### config.mk
export PLATFORM = sky130hd
export DESIGN_NAME = proc_datapath_flat
export DESIGN_NICKNAME = d
export VERILOG_FILES = /design/src/rtl/proc_datapath_if.sv /design/src/rtl/proc_datapath.sv /design/src/flat_wrapper.sv
export SDC_FILE = /design/constraint.sdc
export NUM_CORES = 1
export LEC_CHECK = 0
export ABC_AREA = 1
export CORE_ASPECT_RATIO = 0.6
export CORE_UTILIZATION = 55
export DETAILED_ROUTE_END_ITERATION = 16
export DONT_BUFFER_PORTS = 1
export GPL_TIMING_DRIVEN = 0
export PLACE_DENSITY = 0.73
export SLEW_MARGIN = 20
export SYNTH_ARGS = -nofsm -noshare
export SYNTH_HDL_FRONTEND = slang
export SYNTH_SLANG_ARGS = --single-unit
### constraint.sdc
create_clock -name clock -period 3.6 [get_ports clock]
set_input_delay 0.72 -clock clock [delete_from_list [all_inputs] [get_ports clock]]
set_output_delay 0.72 -clock clock [all_outputs]
set_load 0.05 [all_outputs]
### src/rtl/proc_datapath_if.sv
// Control strobes, data input and observable outputs of the processor datapath.
// master = controller side (drives strobes), slave = datapath side.
interface proc_datapath_if #(
  parameter int unsigned DATA_W = 9,
  parameter int unsigned IR_W   = 10
);
  logic [DATA_W-1:0] din;
  logic              ir_in;
  logic [7:0]        r_in;
  logic [7:0]        r_out;
  logic              dinout;
  logic              g_out;
  logic              a_in;
  logic              g_in;
  logic              add_sub;
  logic [2:0]        dbg_sel;
  logic [IR_W-1:0]   ir;
  logic [DATA_W-1:0] bus;
  logic [DATA_W-1:0] dbg_data;
  logic              g_zero;
  logic              g_carry;
  logic              bus_conflict;

  modport master (
    output din, ir_in, r_in, r_out, dinout, g_out, a_in, g_in, add_sub, dbg_sel,
    input  ir, bus, dbg_data, g_zero, g_carry, bus_conflict
  );

  modport slave (
    input  din, ir_in, r_in, r_out, dinout, g_out, a_in, g_in, add_sub, dbg_sel,
    output ir, bus, dbg_data, g_zero, g_carry, bus_conflict
  );
endinterface

### src/rtl/proc_datapath.sv
// Processor datapath: R0..R7, A, G, IR, priority bus mux, add/sub unit, G status
// flags and a sticky bus-conflict detector.
module proc_datapath #(
  parameter int unsigned DATA_W = 9,
  parameter int unsigned IR_W   = 10
) (
  input logic             clock,
  input logic             resetn,
  proc_datapath_if.slave  dp
);

  logic [DATA_W-1:0] r_q [8];
  logic [DATA_W-1:0] a_q;
  logic [DATA_W-1:0] g_q;
  logic [IR_W-1:0]   ir_q;
  logic              g_zero_q;
  logic              g_carry_q;
  logic              conflict_q;

  logic [DATA_W-1:0] bus;
  logic [DATA_W:0]   alu_res;
  logic [IR_W-1:0]   ir_din;
  logic              multi_src;

  // IR is fed straight from din, resized to the IR width.
  if (IR_W > DATA_W) begin : g_ir_ext
    assign ir_din = {{(IR_W - DATA_W){1'b0}}, dp.din};
  end else begin : g_ir_trunc
    assign ir_din = dp.din[IR_W-1:0];
  end

  // Bus mux: dinout > g_out > r_out[0] > ... > r_out[7]; zero when idle.
  always_comb begin
    bus = '0;
    for (int i = 7; i >= 0; i--) begin
      if (dp.r_out[i]) bus = r_q[i];
    end
    if (dp.g_out)  bus = g_q;
    if (dp.dinout) bus = dp.din;
  end

  // Two or more simultaneous bus drivers.
  always_comb begin
    multi_src = ($countones({dp.dinout, dp.g_out, dp.r_out}) >= 2);
  end

  // One extra bit holds the add carry-out, or the borrow of the subtract.
  always_comb begin
    if (dp.add_sub) alu_res = {1'b0, a_q} - {1'b0, bus};
    else            alu_res = {1'b0, a_q} + {1'b0, bus};
  end

  // All state: synchronous active-low reset wins over every strobe.
  always_ff @(posedge clock) begin
    if (!resetn) begin
      for (int i = 0; i < 8; i++) r_q[i] <= '0;
      a_q        <= '0;
      g_q        <= '0;
      ir_q       <= '0;
      g_zero_q   <= 1'b0;
      g_carry_q  <= 1'b0;
      conflict_q <= 1'b0;
    end else begin
      for (int i = 0; i < 8; i++) begin
        if (dp.r_in[i]) r_q[i] <= bus;
      end
      if (dp.a_in)  a_q  <= bus;
      if (dp.ir_in) ir_q <= ir_din;
      if (dp.g_in) begin
        g_q       <= alu_res[DATA_W-1:0];
        g_zero_q  <= (alu_res[DATA_W-1:0] == '0);
        g_carry_q <= alu_res[DATA_W];
      end
      if (multi_src) conflict_q <= 1'b1;
    end
  end

  assign dp.bus          = bus;
  assign dp.dbg_data     = r_q[dp.dbg_sel];
  assign dp.ir           = ir_q;
  assign dp.g_zero       = g_zero_q;
  assign dp.g_carry      = g_carry_q;
  assign dp.bus_conflict = conflict_q;

endmodule

### src/flat_wrapper.sv
// flat-port wrapper written by rule: the top's interface ports become plain ports
module proc_datapath_flat 
#(
  parameter int unsigned DATA_W = 9,
  parameter int unsigned IR_W   = 10
)
  (clock, resetn, dp_din, dp_ir_in, dp_r_in, dp_r_out, dp_dinout, dp_g_out, dp_a_in, dp_g_in, dp_add_sub, dp_dbg_sel, dp_ir, dp_bus, dp_dbg_data, dp_g_zero, dp_g_carry, dp_bus_conflict);
  proc_datapath_if #(.DATA_W(DATA_W), .IR_W(IR_W)) dp_i ();
  input logic clock;
  input logic resetn;
  input wire logic [$bits(dp_i.din)-1:0] dp_din;
  input wire logic [$bits(dp_i.ir_in)-1:0] dp_ir_in;
  input wire logic [$bits(dp_i.r_in)-1:0] dp_r_in;
  input wire logic [$bits(dp_i.r_out)-1:0] dp_r_out;
  input wire logic [$bits(dp_i.dinout)-1:0] dp_dinout;
  input wire logic [$bits(dp_i.g_out)-1:0] dp_g_out;
  input wire logic [$bits(dp_i.a_in)-1:0] dp_a_in;
  input wire logic [$bits(dp_i.g_in)-1:0] dp_g_in;
  input wire logic [$bits(dp_i.add_sub)-1:0] dp_add_sub;
  input wire logic [$bits(dp_i.dbg_sel)-1:0] dp_dbg_sel;
  output wire logic [$bits(dp_i.ir)-1:0] dp_ir;
  output wire logic [$bits(dp_i.bus)-1:0] dp_bus;
  output wire logic [$bits(dp_i.dbg_data)-1:0] dp_dbg_data;
  output wire logic [$bits(dp_i.g_zero)-1:0] dp_g_zero;
  output wire logic [$bits(dp_i.g_carry)-1:0] dp_g_carry;
  output wire logic [$bits(dp_i.bus_conflict)-1:0] dp_bus_conflict;
  assign dp_i.din = dp_din;
  assign dp_i.ir_in = dp_ir_in;
  assign dp_i.r_in = dp_r_in;
  assign dp_i.r_out = dp_r_out;
  assign dp_i.dinout = dp_dinout;
  assign dp_i.g_out = dp_g_out;
  assign dp_i.a_in = dp_a_in;
  assign dp_i.g_in = dp_g_in;
  assign dp_i.add_sub = dp_add_sub;
  assign dp_i.dbg_sel = dp_dbg_sel;
  assign dp_ir = dp_i.ir;
  assign dp_bus = dp_i.bus;
  assign dp_dbg_data = dp_i.dbg_data;
  assign dp_g_zero = dp_i.g_zero;
  assign dp_g_carry = dp_i.g_carry;
  assign dp_bus_conflict = dp_i.bus_conflict;
  proc_datapath #(.DATA_W(DATA_W), .IR_W(IR_W)) u_core (.clock(clock), .resetn(resetn), .dp(dp_i));
endmodule
==> flow_metrics.env, run 1 <==
export IMPL_status="complete, but fails checks"
export IMPL_violations="setup timing"
export IMPL_timing_final_crit_share=1.09
export IMPL_grt_antenna_before_repair=0
export IMPL_io_pins=67
export IMPL_p_per_area_nw_per_um2=484
export IMPL_preCtsSetupSlack_ns=-0.825
export IMPL_post_route_min_period_ns=3.93
export IMPL_p_leak_nw=3.11
export IMPL_synth_compound_area_frac=0.176
export IMPL_synth_mux_area_frac=0
export IMPL_vias=5650
export IMPL_skew_ns=0.00710
export IMPL_netlist_area_um2=6030
export IMPL_n_antenna_cell=0
export IMPL_die_h_um=83.1
export IMPL_drv_cap=0
export IMPL_slew_violations=0
export IMPL_overflow=0
export IMPL_core_um2=10600
export IMPL_die_x_um=137
export IMPL_setup_violations=4
export IMPL_reg2reg_to="u_core.dp.g_zero"
export IMPL_final_layout_size_suffix_gt1_frac=0.188
export IMPL_viasPerCell=6.06
export IMPL_r2r_slack_ns=-0.21
export IMPL_grt_start_max_net_pins=20
export IMPL_ir_worst_vdd_mv=0.284
export IMPL_yosysSeqAreaShare=0.458
export IMPL_fmax_mhz=254
export IMPL_fin_setup_tns_ns=-0.933
export IMPL_clockBufferDepth=2
export IMPL_synthAdderAreaFrac=0.0585
export IMPL_fillers=817
export IMPL_clockRootBuffer="clkbuf_16"
export IMPL_area_growth_syn_to_layout_pct=19.6
export IMPL_reg2reg_depth=28
export IMPL_setup_slack_ns=-0.330
export IMPL_grt_pass1_vias=4968
export IMPL_start_util=0.567
export IMPL_place_inst=896
export IMPL_fin_nets=849
export IMPL_grt_total_usage=0.349
export IMPL_synth_fp_nets=817
export IMPL_drt_iter0_markers=741
export IMPL_synth_cell_type_count=41
export IMPL_stdcell_count=933
export IMPL_use_met3=0.126
export IMPL_postRouteAntennaNets=0
export IMPL_cp_max_fo=6
export IMPL_ys_warn_count=0
export IMPL_start_kind="input pin"
export IMPL_whs_path_depth=2
export IMPL_clock_sinks=102
export IMPL_drt_wl_total_um=20400
export IMPL_clock_latency_ns=0.35
export IMPL_htree_levels=3
export IMPL_synth_xor_area_share=0.0203
export IMPL_required_ns=3.81
export IMPL_final_common_cell="nand2_1"
export IMPL_grt_use_met2=0.444
export IMPL_synthCells=757
export IMPL_clk_pin_slew_worst_paths_ns=0.08
export IMPL_grt_pass1_wl_um=28500
export IMPL_grt_busiest_layer="met1"
export IMPL_syn_avg_cell_area_um2=7.97
export IMPL_rsz0062_at_grt="true"
export IMPL_synth_top_family_by_area="simple AND/OR/NAND/NOR gates"
export IMPL_r2r_start="u_core.r_q[6][1]"
export IMPL_post_dp_hpwl_um=14700
export IMPL_tightest_slew_ns=0.749
export IMPL_max_slew_margin=0.501
export IMPL_drc_errors=0
export IMPL_cts_tree="done"
export IMPL_dieArea_um2=11400
export IMPL_fp_row_count=29
export IMPL_routedWlPerCell_um=21.8
export IMPL_critPathCaptureType="register"
export IMPL_cp_arrival_ns=4.14
export IMPL_layout_common_cells="nand2_1, nor2_1, inv_1"
export IMPL_hp_class="reg -> reg"
export IMPL_hold_path_startpoint="u_core.g_q[0]"
export IMPL_min_to="u_core.g_q[0]"
export IMPL_synth_seq_cells=102
export IMPL_yosys_area_share_simple=0.192
export IMPL_gp_congestion=0.984
export IMPL_startpoint="dp_r_out[5]"
export IMPL_crit_type="in -> reg"
export IMPL_hold_viol=0
export IMPL_use_met1=0.553
export IMPL_drt_pass1_iter_count=5
export IMPL_numCtsBuffers=9
export IMPL_io_buffers=0
cell usage after synthesis:
library cell    n  area, um2
a21boi_2        1       11.3
buf_2           6       30.0
xnor2_1         3       26.3
buf_6           4       45.0
inv_2           3       11.3
clkbuf_1       22       82.6
nand3_1        22        110
nor2_4          1       11.3
nor2_2          2       12.5
o211a_1         1       10.0
or2_2           4       25.0
a31oi_1        11       68.8
a21oi_1        92        460
clkbuf_2        1       5.00
o31ai_1         1       7.51
inv_1          94        353
a21boi_4        2       37.5
nand2_2         7       43.8
nor4_1          1       6.26
o21a_1          1       7.51
a211oi_1        1       7.51
buf_1           1       3.75
dfxtp_1        30        601
edfxtp_1       72       2160
buf_4           1       7.51
clkinv_1        9       33.8
nand3_2         2       20.0
o311ai_0        1       8.76
nor3_1          1       5.00
xor2_1         11       96.3
fa_1            7        140
o21ai_2         1       8.76
a21oi_2         1       8.76
nand2_1       129        484
conb_1          1       3.75
o211ai_1       14        105
o21ai_0        60        300
nor2_1        117        439
o21bai_2        1       11.3
a21o_1          1       7.51
ha_1           17        213
flip-flops by register name, summed over array words and instances, names as in the netlist:
register	flops
u_core.a_q	9
u_core.dp.g_carry	1
u_core.dp.bus_conflict	1
u_core.r_q	72
u_core.dp.g_zero	1
u_core.dp.ir	9
u_core.g_q	9
worst max-delay path: stages:
cell and delay, ns:
buf_12 0.12, buf_8 0.12, a21oi_2 0.11, nand2_1 0.06, nand2_1 0.08, nand2_2 0.07, nand3_2 0.07, nand3_2 0.09
nand2_2 0.10, nand2_4 0.07, a21boi_4 0.26, clkinvlp_4 0.38, ha_4 0.30, fa_2 0.35, o21ai_2 0.17, nand2_1 0.07
nand2_1 0.09, a21oi_2 0.07, nor2_1 0.08, nor2_1 0.06, nor2_1 0.14, nor2_2 0.08, xor2_2 0.25, nor2_2 0.08
nand2_1 0.08, a21oi_1 0.06
stage by stage:
| stage | hold WS [ns] | utilization | total power, W | instance area, um2 |
|---|---|---|---|---|
| global route | 0.500 | 0.679 | 0.00361 | 7220 |
| detailed placement | 0.464 | 0.595 | 0.00228 | 6330 |
| CTS | 0.479 | 0.660 | 0.00337 | 7020 |
| finish | 0.484 | 0.679 | 0.00350 | 7220 |
| floorplan | 0.437 | - | 0.00206 | 6100 |
| global placement | 0.455 | 0.590 | 0.00225 | 6270 |
routing by layer:
metal	share of wire	routed length, um	vias up
li1	-	-	2547
met1	0.44	8910	2678
met2	0.39	8020	385
met3	0.15	3080	40
met4	0.018	376	0
met5	0	0	-
worst max-delay path by stage:
stage	end	cells after the start	slack, ns
2_1_floorplan	u_core.dp.g_zero	26	-0.03
3_3_place_gp	u_core.dp.g_zero	28	-0.83
3_5_place_dp	u_core.g_q[7]	26	-0.83
4_1_cts	u_core.dp.g_zero	26	-0.22
5_1_grt	u_core.dp.g_zero	29	-0.47
6_report	u_core.dp.g_zero	26	-0.33
report_power, final:
part / internal, W / switching, W
sequential: 0.00136 / 0.0000916
clock: 0.000530 / 0.000483
combinational: 0.000345 / 0.000684
total: 0.00224 / 0.00126
kinds of logic after synthesis:
logic type | count (synthesis)
simple gates | 286
compound gates | 189
buf+inv | 141
flops | 102
fa+ha+maj | 24
xor+xnor | 14
other cells | 1
repair_timing:
action / CTS / global route
hold buffers: 0 / 0
resized for setup: 55 / 35
gates cloned: 1 / 0
pin swaps: 46 / 28
buffers inserted: 17 / 4
endpoints found under the hold margin: 0 / 0
setup endpoints to repair: 4 / 5
cell type report:
class                      count  area (um2)  area share
buffer                        35         191      0.0265
clock buffer                  10         250      0.0347
clock inverter                 6        57.6     0.00798
inverter                     106         415      0.0576
multi-input combinational    514        3180       0.440
sequential                   102        2760       0.383
tap                          139         174      0.0241
timing repair buffer          21         188      0.0260
Note: power is estimated with default switching activity, not from simulation.
==> run 2: changes to the inputs <==
Settings changed: PLACE_DENSITY 0.73 to not set, PLACE_DENSITY_LB_ADDON set to 0.2.
Clock period 3.6 ns to 4.5 ns, I/O delays scaled along.
==> run 2 against run 1 <==
The run now ends clean. Worst hold slack improved by 0.0039 ns. Design area decreased by 8.3%. Core utilization decreased by 5.6 points. Global-route usage decreased by 0.95 points.
==> flow_metrics.env, run 2 (same netlist as run 1, synthesis figures left out) <==
export IMPL_status="finished clean"
export IMPL_required_ns=4.75
export IMPL_start_kind="input pin"
export IMPL_cts_tree="done"
export IMPL_post_dp_hpwl_um=14600
export IMPL_fmax_mhz=232
export IMPL_vias=5350
export IMPL_tightest_slew_ns=0.757
export IMPL_place_inst=896
export IMPL_routedWlPerCell_um=20.8
export IMPL_grt_pass1_wl_um=27700
export IMPL_numCtsBuffers=9
export IMPL_start_util=0.567
export IMPL_internal_power_w=0.00170
export IMPL_clock_latency_ns=0.35
export IMPL_p_leak_nw=2.93
export IMPL_htree_levels=3
export IMPL_die_x_um=137
export IMPL_grt_antenna_before_repair=0
export IMPL_core_um2=10600
export IMPL_clockBufferDepth=2
export IMPL_hp_class="reg -> reg"
export IMPL_n_antenna_cell=0
export IMPL_setup_violations=0
export IMPL_timing_final_crit_share=0.956
export IMPL_largest_register="u_core.r_q"
export IMPL_area_growth_syn_to_layout_pct=9.75
export IMPL_startpoint="dp_r_out[5]"
export IMPL_grt_start_max_net_pins=19
export IMPL_postRouteAntennaNets=0
export IMPL_overflow=0
export IMPL_p_sw_w=0.000928
export IMPL_ir_worst_vdd_mv=0.269
export IMPL_grt_total_usage=0.339
export IMPL_critPathCaptureType="register"
export IMPL_max_slew_margin=0.494
export IMPL_multi_input_area_um2=2810
export IMPL_drt_iter0_markers=669
export IMPL_setup_slack_ns=0.197
export IMPL_drc_errors=0
export IMPL_regArea_um2=2760
export IMPL_largest_reg_flops=72
export IMPL_grt_busiest_layer="met1"
export IMPL_cp_arrival_ns=4.55
export IMPL_grt_pass1_vias=4848
export IMPL_viasPerCell=5.86
export IMPL_layout_common_cells="nand2_1, nor2_1, inv_1"
export IMPL_drt_pass1_iter_count=6
export IMPL_fp_row_count=29
export IMPL_drt_wl_total_um=19000
export IMPL_gp_congestion=1.02
export IMPL_clock_sinks=102
export IMPL_fillers=934
export IMPL_rsz0062_at_grt="true"
export IMPL_slew_violations=0
export IMPL_die_h_um=83.1
export IMPL_use_met3=0.144
export IMPL_p_per_area_nw_per_um2=398
export IMPL_clk_pin_slew_worst_paths_ns=0.07
export IMPL_hold_viol=0
export IMPL_drv_cap=0
export IMPL_io_buffers=0
export IMPL_crit_type="in -> reg"
export IMPL_use_met1=0.520
export IMPL_switching_share=0.353
export IMPL_cp_max_fo=10
export IMPL_r2r_start="u_core.r_q[6][1]"
export IMPL_clockRootBuffer="clkbuf_16"
export IMPL_final_layout_size_suffix_gt1_frac=0.0930
export IMPL_preCtsSetupSlack_ns=-0.586
export IMPL_stdcell_count=913
export IMPL_skew_ns=0.00910
export IMPL_final_common_cell="nand2_1"
export IMPL_io_pins=67
export IMPL_post_route_min_period_ns=4.30
export IMPL_grt_use_met2=0.438
export IMPL_combPwrFrac=0.255
export IMPL_pwr_share_clk=0.303
export IMPL_fin_nets=829
export IMPL_seq_power_share=0.442
export IMPL_hold_path_startpoint="u_core.g_q[0]"
export IMPL_dieArea_um2=11400
-- run 2: cell count changes in the layout (fill, tap and decap cells not counted), moves of 6 or more --
cell,delta
buf_4,-18
inv_1,+7
a21oi_2,-9
nand2_2,-8
nand2_1,+14
ha_1,+6
a21oi_1,+10
nor2_1,+6
ha_4,-6
-- run 2: per-layer routing --
metal	vias up	wire length, um
met5	-	0
met4	0	237
met3	22	2630
met2	287	7390
met1	2534	8690
li1	2507	-
-- run 2: path summary, 6_finish.rpt --
| kind | end | slack [ns] | depth (start not counted) |
|---|---|---|---|
| min reg2reg | u_core.g_q[0] | 0.49 | 2 |
| max | u_core.g_q[7] | 0.20 | 26 |
| min | u_core.g_q[0] | 0.49 | 2 |
| max reg2reg | u_core.g_q[7] | 0.60 | 25 |
-- run 2: final cells by class --
cell class	instances	area share
plain buffers	35	0.0263
clock inverters	5	0.00699
flip-flops and latches	102	0.417
repair buffers	1	0.00113
clock buffers	11	0.0382
inverters	106	0.0601
well taps	139	0.0263
multi-input cells	514	0.424
-- run 2: timing repair --
action,4_1_cts,5_1_grt
resized for setup,3,12
setup buffers,0,1
hold buffers,0,0
endpoints found under the hold margin,0,0
pin swaps,0,4
setup endpoints to repair,2,4
-- run 2: stage by stage --
stage           util  total power [W]  instance area [um2]  hold slack (ns)  setup TNS (ns)
3_3_place_gp   0.584          0.00179                 6210            0.457           -1.27
6_report       0.623          0.00263                 6620            0.488               0
5_1_grt        0.623          0.00273                 6620            0.521         -0.0572
4_1_cts        0.618          0.00259                 6570            0.485               0
3_5_place_dp   0.589          0.00181                 6260            0.473           -1.63
2_1_floorplan      -          0.00163                 6030            0.437               0
-- run 2: worst max-delay path, stage by stage --
cell      delay [ns]
buf_6           0.12
buf_6           0.15
a21oi_1         0.15
nand2_1         0.07
nand2_1         0.10
nand3_1         0.09
nand3_1         0.11
nand2_1         0.08
nand2_2         0.11
nand2_1         0.10
nand2_4         0.22
inv_2           0.07
ha_1            0.20
nor2_1          0.12
xnor2_1         0.14
ha_1            0.32
a21o_1          0.23
a31oi_2         0.20
o21ai_1         0.13
a21oi_1         0.15
nor2_1          0.06
nor2_1          0.18
xor2_2          0.31
nand2_1         0.09
o211ai_1        0.09
inv_1           0.05
-- run 2: power groups by stage --
| stage | logic (W) | registers [W] | clock network (W) |
|---|---|---|---|
| after CTS | 0.000637 | 0.00116 | 0.000797 |
| final | 0.000671 | 0.00116 | 0.000799 |
| after global placement | 0.000605 | 0.00118 | 0 |
| after floorplan | 0.000461 | 0.00117 | 0 |
| after detailed placement | 0.000630 | 0.00118 | 0 |
| after global routing | 0.000728 | 0.00117 | 0.000837 |
==> run 3: changes to the inputs <==
Settings changed: CAP_MARGIN set to 20.
Clock period 4.5 ns to 3.5 ns, I/O delays scaled along.
==> run 3 against run 2 <==
The run now ends with setup timing left. Largest cell class unchanged. Total power up 34%. Clock-buffer cell count down 1. Sequential power up 29%. Die area unchanged. Non-clock buffer count up 18. Core utilization up 4.6 points. Setup slack worse by 0.57 ns. First-iteration DRC count up 10%. Global-route usage up 1.6 points. Combinational power up 51%.
==> flow_metrics.env, run 3 (same netlist as run 1, synthesis figures left out) <==
export IMPL_use_met3=0.121
export IMPL_drt_pass1_iter_count=5
export IMPL_setup_slack_ns=-0.377
export IMPL_fillers=886
export IMPL_die_x_um=137
export IMPL_largest_reg_flops=72
export IMPL_required_ns=3.71
export IMPL_fin_nets=847
export IMPL_skew_ns=0.00535
export IMPL_htree_levels=3
export IMPL_final_common_cell="nand2_1"
export IMPL_regArea_um2=2760
export IMPL_hp_class="reg -> reg"
export IMPL_dieArea_um2=11400
export IMPL_fmax_mhz=258
export IMPL_cts_tree="done"
export IMPL_tightest_slew_ns=0.818
export IMPL_grt_pass1_wl_um=29100
export IMPL_max_slew_margin=0.455
export IMPL_slew_violations=0
export IMPL_drt_wl_total_um=19900
export IMPL_clockRootBuffer="clkbuf_16"
export IMPL_numCtsBuffers=9
export IMPL_clock_sinks=102
export IMPL_reg2reg_to="u_core.dp.g_zero"
export IMPL_finalInstanceArea_um2=7110
export IMPL_p_per_area_nw_per_um2=495
export IMPL_rsz0062_at_grt="true"
export IMPL_postRouteAntennaNets=0
export IMPL_setup_violations=5
export IMPL_stdcell_count=931
export IMPL_p_total_w=0.00352
export IMPL_drt_iter0_markers=738
export IMPL_start_util=0.567
export IMPL_endpoint="u_core.dp.g_zero"
export IMPL_post_route_min_period_ns=3.88
export IMPL_area_growth_syn_to_layout_pct=17.9
export IMPL_multi_input_area_um2=3120
export IMPL_place_inst=896
export IMPL_reg2reg_depth=24
export IMPL_final_layout_size_suffix_gt1_frac=0.173
export IMPL_io_pins=67
export IMPL_clockBufferDepth=2
export IMPL_grt_antenna_before_repair=0
export IMPL_hold_slack_ns=0.471
export IMPL_post_dp_hpwl_um=14600
export IMPL_crit_type="in -> reg"
export IMPL_clock_latency_ns=0.35
export IMPL_fp_row_count=29
export IMPL_grt_total_usage=0.356
export IMPL_ir_worst_vdd_mv=0.258
export IMPL_overflow=0
export IMPL_cts_hold_buffers=0
export IMPL_start_kind="input pin"
export IMPL_grt_busiest_layer="met1"
export IMPL_utilization=0.669
export IMPL_largest_register="u_core.r_q"
export IMPL_die_h_um=83.1
export IMPL_r2r_start="u_core.r_q[6][0]"
export IMPL_vias=5666
export IMPL_routedWlPerCell_um=21.3
export IMPL_critPathCaptureType="register"
export IMPL_grt_start_max_net_pins=19
export IMPL_use_met1=0.545
export IMPL_grt_pass1_vias=5080
export IMPL_startpoint="dp_r_out[3]"
export IMPL_place_area_um2=6330
export IMPL_drc_errors=0
export IMPL_timing_final_crit_share=1.11
export IMPL_clk_pin_slew_worst_paths_ns=0.08
export IMPL_viasPerCell=6.09
export IMPL_p_leak_nw=3.08
export IMPL_status="complete, but fails checks"
export IMPL_violations="setup timing"
export IMPL_n_antenna_cell=0
export IMPL_r2r_slack_ns=-0.26
export IMPL_hold_path_startpoint="u_core.g_q[0]"
export IMPL_drv_cap=0
export IMPL_io_buffers=0
export IMPL_cp_max_fo=10
export IMPL_gp_congestion=0.965
export IMPL_cp_arrival_ns=4.09
export IMPL_hold_viol=0
export IMPL_layout_common_cells="nand2_1, nor2_1, inv_1"
export IMPL_core_um2=10600
export IMPL_grt_use_met2=0.483
-- run 3: cell count changes in the layout (fill, tap and decap cells not counted), moves of 5 or more --
cell	delta
a21oi_1	-7
a21oi_2	+7
buf_4	+17
ha_1	-5
nand2_1	-13
nand2_2	+8
nand3_1	-6
nand3_2	+5
nor2_1	-6
-- run 3: layout make-up --
| type | instances | area share |
|---|---|---|
| plain buffers | 35 | 0.0269 |
| multi-input cells | 514 | 0.438 |
| flip-flops and latches | 102 | 0.388 |
| clock buffers | 10 | 0.0336 |
| well taps | 139 | 0.0244 |
| repair buffers | 19 | 0.0234 |
| clock inverters | 6 | 0.00686 |
| inverters | 106 | 0.0580 |
-- run 3: critical path, cell delays in order --
cell and delay, ns:
buf_4 0.16, buf_6 0.16, a21oi_2 0.13, nand2_2 0.11, nand3_2 0.08, nand3_2 0.07, nand2_2 0.09, nand2_4 0.07
a21boi_4 0.23, clkinvlp_4 0.36, ha_4 0.29, fa_2 0.39, o21ai_2 0.18, nand2_1 0.09, nand2_2 0.09, a21oi_2 0.06
nor2_1 0.09, nor2_1 0.04, nor2_1 0.13, nor2_2 0.08, xor2_2 0.27, nor2_2 0.08, nand2_1 0.06, a21oi_1 0.06
-- run 3: power breakdown --
group / switching (W) / leakage (nW) / internal (W)
logic: 0.000679 / 1.89 / 0.000335
clock network: 0.000493 / 0.146 / 0.000515
registers: 0.0000944 / 1.04 / 0.00140
-- run 3: worst min-delay path by stage --
stage / endpoint / cells after the start
final: u_core.g_q[0] / 2
after detailed placement: u_core.g_q[0] / 2
after global routing: u_core.g_q[1] / 2
after CTS: u_core.g_q[0] / 2
after global placement: u_core.g_q[0] / 2
after floorplan: u_core.g_q[0] / 2
-- run 3: timing repair --
action,4_1_cts,5_1_grt
gates cloned,1,0
gates resized for setup,53,23
buffers inserted,11,7
pin swaps,39,31
setup endpoints to repair,5,8
-- run 3: routing by layer --
layer  up-vias  wire length (um)
met3        24              2740
li1       2549                 -
met5         -                 0
met4         0               251
met1      2731              8950
met2       362              7920
-- run 3: per-stage QoR --
step           worst slack [ns]  setup TNS, ns
2_1_floorplan            -0.115         -0.254
3_3_place_gp             -0.857          -4.34
3_5_place_dp             -0.884          -3.85
4_1_cts                  -0.270         -0.494
5_1_grt                  -0.480          -1.77
6_report                 -0.377          -1.07
